## src/rtl/regfile_wb_sink.sv

```systemverilog
// regfile_wb_sink: decode-side register file with a pending-write scoreboard.
// Optional macro REGFILE_BYPASS_EN forwards the landing writeback to reads.
//
// Ports:
//   clk, rst          clock, synchronous active-high reset
//   rd_wb/_address/_data   writeback write port
//   issue_valid/_rd/_rd_address  decode issue and destination register
//   rs_/rt_ use, address, data   two combinational read ports
//   flush             squash in-flight writes (clears all pending counters)
//   stall             decode must hold; issue not accepted
//   issue_ready       destination pending counter not saturated
//   wb_err            sticky: writeback hit a register with nothing pending
//   reg_file          debug view, element i = register i+1
module regfile_wb_sink #(
  parameter int WIDTH          = 32,
  parameter int REG_ADDR_WIDTH = 5,
  parameter int REG_COUNT      = 32,
  parameter int PEND_WIDTH     = 2
) (
  input  logic                      clk,
  input  logic                      rst,
  input  logic                      rd_wb,
  input  logic [REG_ADDR_WIDTH-1:0] rd_address_wb,
  input  logic [WIDTH-1:0]          rd_data_wb,
  input  logic                      issue_valid,
  input  logic                      issue_rd,
  input  logic [REG_ADDR_WIDTH-1:0] issue_rd_address,
  input  logic                      rs_use,
  input  logic [REG_ADDR_WIDTH-1:0] rs_address,
  input  logic                      rt_use,
  input  logic [REG_ADDR_WIDTH-1:0] rt_address,
  input  logic                      flush,
  output logic [WIDTH-1:0]          rs_data,
  output logic [WIDTH-1:0]          rt_data,
  output logic                      stall,
  output logic                      issue_ready,
  output logic                      wb_err,
  output logic [WIDTH-1:0]          reg_file [REG_COUNT-1]
);

  localparam logic [PEND_WIDTH-1:0] PMAX = '1;

  logic [WIDTH-1:0]      regs     [REG_COUNT];
  logic [PEND_WIDTH-1:0] pend     [REG_COUNT];
  logic [PEND_WIDTH-1:0] pend_nxt [REG_COUNT];

  logic rs_ready;
  logic rt_ready;
  logic accept;
  logic wb_live;
  logic err_set;

  for (genvar i = 0; i < REG_COUNT - 1; i++) begin : g_dbg
    assign reg_file[i] = regs[i+1];
  end

`ifdef REGFILE_BYPASS_EN
  logic rs_hit;
  logic rt_hit;

  assign rs_hit = rd_wb && rd_address_wb == rs_address
               && rs_address != '0;
  assign rt_hit = rd_wb && rd_address_wb == rt_address
               && rt_address != '0;

  assign rs_data = (rs_address == '0) ? '0 :
                   rs_hit ? rd_data_wb : regs[rs_address];
  assign rt_data = (rt_address == '0) ? '0 :
                   rt_hit ? rd_data_wb : regs[rt_address];

  // The last outstanding write landing now satisfies the consumer.
  assign rs_ready = pend[rs_address] == '0
    || (rs_hit && pend[rs_address] == PEND_WIDTH'(1));
  assign rt_ready = pend[rt_address] == '0
    || (rt_hit && pend[rt_address] == PEND_WIDTH'(1));
`else
  assign rs_data = (rs_address == '0) ? '0 : regs[rs_address];
  assign rt_data = (rt_address == '0) ? '0 : regs[rt_address];

  assign rs_ready = pend[rs_address] == '0;
  assign rt_ready = pend[rt_address] == '0;
`endif

  assign issue_ready = !(issue_rd && issue_rd_address != '0
                         && pend[issue_rd_address] == PMAX);

  assign stall = (rs_use && !rs_ready)
              || (rt_use && !rt_ready)
              || (issue_valid && !issue_ready);

  assign accept  = issue_valid && !stall && !flush;
  assign wb_live = rd_wb && rd_address_wb != '0;

  // A write racing its own issue is legitimate, not an orphan.
  assign err_set = wb_live && !flush
    && pend[rd_address_wb] == '0
    && !(accept && issue_rd && issue_rd_address == rd_address_wb);

  always_comb begin
    for (int a = 0; a < REG_COUNT; a++) begin
      pend_nxt[a] = pend[a];
    end
    pend_nxt[0] = '0;
    for (int a = 1; a < REG_COUNT; a++) begin
      if (flush) begin
        pend_nxt[a] = '0;
      end else begin
        unique case ({
          accept && issue_rd
            && issue_rd_address == REG_ADDR_WIDTH'(a),
          rd_wb && rd_address_wb == REG_ADDR_WIDTH'(a)
            && pend[a] != '0})
          2'b10:   pend_nxt[a] = pend[a] + PEND_WIDTH'(1);
          2'b01:   pend_nxt[a] = pend[a] - PEND_WIDTH'(1);
          default: pend_nxt[a] = pend[a];
        endcase
      end
    end
  end

  always_ff @(posedge clk) begin
    if (rst) begin
      for (int a = 0; a < REG_COUNT; a++) begin
        regs[a] <= '0;
        pend[a] <= '0;
      end
      wb_err <= 1'b0;
    end else begin
      if (wb_live) begin
        regs[rd_address_wb] <= rd_data_wb;
      end
      for (int a = 0; a < REG_COUNT; a++) begin
        pend[a] <= pend_nxt[a];
      end
      if (err_set) begin
        wb_err <= 1'b1;
      end
    end
  end

endmodule

```

## config.mk

```make
export PLATFORM = sky130hd
export DESIGN_NAME = regfile_wb_sink
export DESIGN_NICKNAME = d
export VERILOG_FILES = /design/src/rtl/regfile_wb_sink.sv
export SDC_FILE = /design/constraint.sdc
export NUM_CORES = 2
export LEC_CHECK = 0
export ABC_AREA = 1
export CAP_MARGIN = 10
export CORE_AREA = 2 2 433 435
export DETAILED_ROUTE_END_ITERATION = 10
export DIE_AREA = 0 0 435 437
export SYNTH_ARGS = -nofsm -noshare
export SYNTH_HDL_FRONTEND = slang
export SYNTH_SLANG_ARGS = --single-unit
```

## constraint.sdc

```tcl
create_clock -name clk -period 7.9 [get_ports clk]
set_input_delay 2.37 -clock clk [delete_from_list [all_inputs] [get_ports clk]]
set_output_delay 2.37 -clock clk [all_outputs]
set_load 0.005 [all_outputs]
```

==> out/metrics.cfg <==
[job]
maxCapViolCount=0

[global_route]
grt_pass1_wl_mm=505.2
grt_overflow_total=0
antenna_found_initial=28
grt_max_degree=119
gr-usage-all-layers_pct=37.98
grt_pass1_vias=58530

[drt]
drc=0
firstDrtPassIters=7
drtAntennaViolNets=0
vias=63480
wirelength_mm=375.9
via_per_inst=6.045
wire_per_inst_um=35.79
drt_iter0_drc=10570

[yosys]
synth-seq-cells=1087
syn_inst=6833
synth-simple-area-share_pct=21.11
ys_types=47
avgSynthCellArea_um2=8.531
yosysWarnings=0
async_flop_share_pct=0
synthFlopType=edfxtp_1
synth_area_um2=58290
synth_compound_area_share_pct=16.72
synth_top_family_by_area=simple AND/OR/NAND/NOR gates
synth_fa_ha_area_share_pct=0.6654
synth_xor_area_share_pct=0
yosysSeqAreaShare_pct=54.91
synth_edf_count=1024
synth.area.mux_share_pct=0.01717

[die]
die_x_um=435
rows=158
die-area_um2=190100
ios=1119
die_h_um=437
core_um2=185000
floorplan.initialDensity_pct=31.50

[final_layout]
syn_to_final_growth_pct=35.43
drive_above_1_share_pct=9.224
nNetsFinal=7987
seq_area_um2=32010
finish.utilization_pct=42.66
nFillCells=18260
multi_input_area_um2=23020

[sta]
rsz0062_at_grt=false
drv_slew=0
max_freq_ghz=0.1250
max-slew-margin-rel_pct=19.28
clock-skew-final_ps=29.83
tightestPinTransition_ps=1211
period_share_pct=101.3
setup_viol=2
hold_violations=0
timing.final.crit_period_ps=7999
setup_ws_ps=-99.42

[clock_network]
cts.sinks=1087
cts.reportedPaths.clkPinSlew_ps=60
cts.htree.levels=4
root_buffer=clkbuf_16
cts_hold_buf=0
worstSkewPairLatency_ps=840
cts_made_buffers=132
clock_path_buffers=3
cts_tree=yes

[worst_setup_path]
crit_buf_inv=6
arrival_ps=5630
crit_required_ps=5530
worst-path-stages=12
cp-start-kind=input pin
cp_top_family=buffers and inverters
worstPathCellList=buf_8 -> inv_8 -> buf_12 -> buf_4 -> o21ai_0 -> o22ai_1 -> o21ai_0 -> o22ai_1 -> nand2_1 -> a31oi_1 -> buf_4 -> clkdlybuf4s50_1
critPathKind=in -> out
endpoint_kind=output pin
cpPeakStageDelay_ps=510
cpMaxStageDelayCell=clkdlybuf4s50_1
cp_max_fo=48
worst_r2r_path_depth=20

[hold_path]
whs_path_depth=2
min_path_type=reg -> reg

[outcome]
status=finished with violations
violations=negative setup slack

[power_and_ir_drop]
seq_power_share_pct=44.1
p_switching_mw=4.976
intPower_mw=11.16
ir_drop_mv=0.1487
power_mw=16.13
swShare_pct=30.84
p_per_area_nw_per_um2=204.4
leakage_nw=29.31
clkPwrFrac_pct=38.0
combinationalPowerShare_pct=18.0

[place]
dp_hpwl_mm=271.6
place_ws_ps=-505.6
io_buffers=1118
routabilityCongestion=1.027

[final timing paths]
kind	slack, ps	endpoint	startpoint
setup / recovery	-100	rt_data[5]	rt_address[0]
hold / removal	490	pend[19][1]	pend[19][1]
setup reg to reg	4470	pend[13][1]	pend[6][0]
hold reg to reg	490	pend[19][1]	pend[19][1]
[placed cells by master (no fill, tap or decap), drive strengths merged, types with 21 or more instances in the layout]
master / count
clkdlybuf4s50: 1106
o211ai: 58
nor3: 236
conb: 32
o21ai: 749
buf: 409
o31ai: 69
a31oi: 63
diode: 21
o32ai: 78
ha: 31
dfxtp: 63
a21oi: 118
nand3: 139
nand2: 1129
o221ai: 99
o22ai: 280
inv: 375
nor2: 1597
clkinv: 62
clkbuf: 156
edfxtp: 1024
a221oi: 52
[through the flow]
| stage | TNS [ps] | cells | area, um^2 | hold WS (ps) |
|---|---|---|---|---|
| floorplan | 0 | 6864 | 58410 | 440.5 |
| global placement | -1460 | 10230 | 74280 | 476.4 |
| detailed placement | -1528 | 10230 | 74280 | 484.3 |
| CTS | 0 | 10470 | 78680 | 493.2 |
| global route | 0 | 10490 | 78910 | 502.1 |
| finish | -112.8 | 10500 | 78940 | 492.0 |
[state kept, by name (all words and copies together), names as in the netlist]
register	flops
pend	62
wb_err	1
regs	1024
[layer usage]
metal	global-route usage [%]	part of all wire, %	vias up
met4	23.98	7.7	10
li1	-	-	25940
met2	57.44	43	5255
met5	0	0.013	-
met3	9.260	11	1085
met1	48.64	38	31190
[worst register-to-register path, delay by kind of cell (launching register included)]
kind,cells,cell delay [ps]
and+or+nand+nor,13,1790
AOI/OAI and AO/OA,3,440
DFF,1,370
adders and majority gates,1,350
buffers and inverters,3,330
[what timing repair did]
action                     in CTS  in global routing
gates resized for setup        23                 19
buffers inserted                0                  8
gates cloned                    1                  1
pin swaps                       1                  5
setup endpoints to repair      12                 21
[power by group through the flow]
| stage | Clock (mW) | Sequential (mW) | Combinational [mW] |
|---|---|---|---|
| 2_1_floorplan | 0 | 6.94 | 0.986 |
| 3_3_place_gp | 0 | 7.20 | 2.77 |
| 3_5_place_dp | 0 | 7.19 | 2.78 |
| 4_1_cts | 6.15 | 7.08 | 2.81 |
| 5_1_grt | 6.36 | 7.10 | 2.99 |
| 6_report | 6.13 | 7.11 | 2.90 |
[synth_stat cells (69+ instances only)]
cell      instances  area share, %
nor2_1         1590             10
a21oi_1         117            1.0
o22ai_1         280            3.0
inv_1           357            2.3
o21ai_0         722            6.2
o31ai_1          69           0.89
nand3_1         139            1.2
o221ai_1         99            1.5
clkbuf_1        528            3.4
edfxtp_1       1024             53
o32ai_1          78            1.2
nor3_1          236            2.0
nand2_1        1127            7.3
[kinds of logic (layout without fill, tap and decap cells)]
family	Yosys count	after routing
compound gates	1602	1602
fa+ha+maj	31	31
simple gates	3122	3122
flops	1087	1087
other cells	1	53
buf+inv	989	2126
mux	1	1
[cell type report]
class	instances	area share [%]
diodes	21	0.06657
well taps	2480	3.931
repair buffers	1519	19.13
flip-flops and latches	1087	40.55
multi-input cells	4788	29.16
clock inverters	85	1.022
clock buffers	154	4.316
inverters	368	1.824
(Power assumes the default switching activity.)
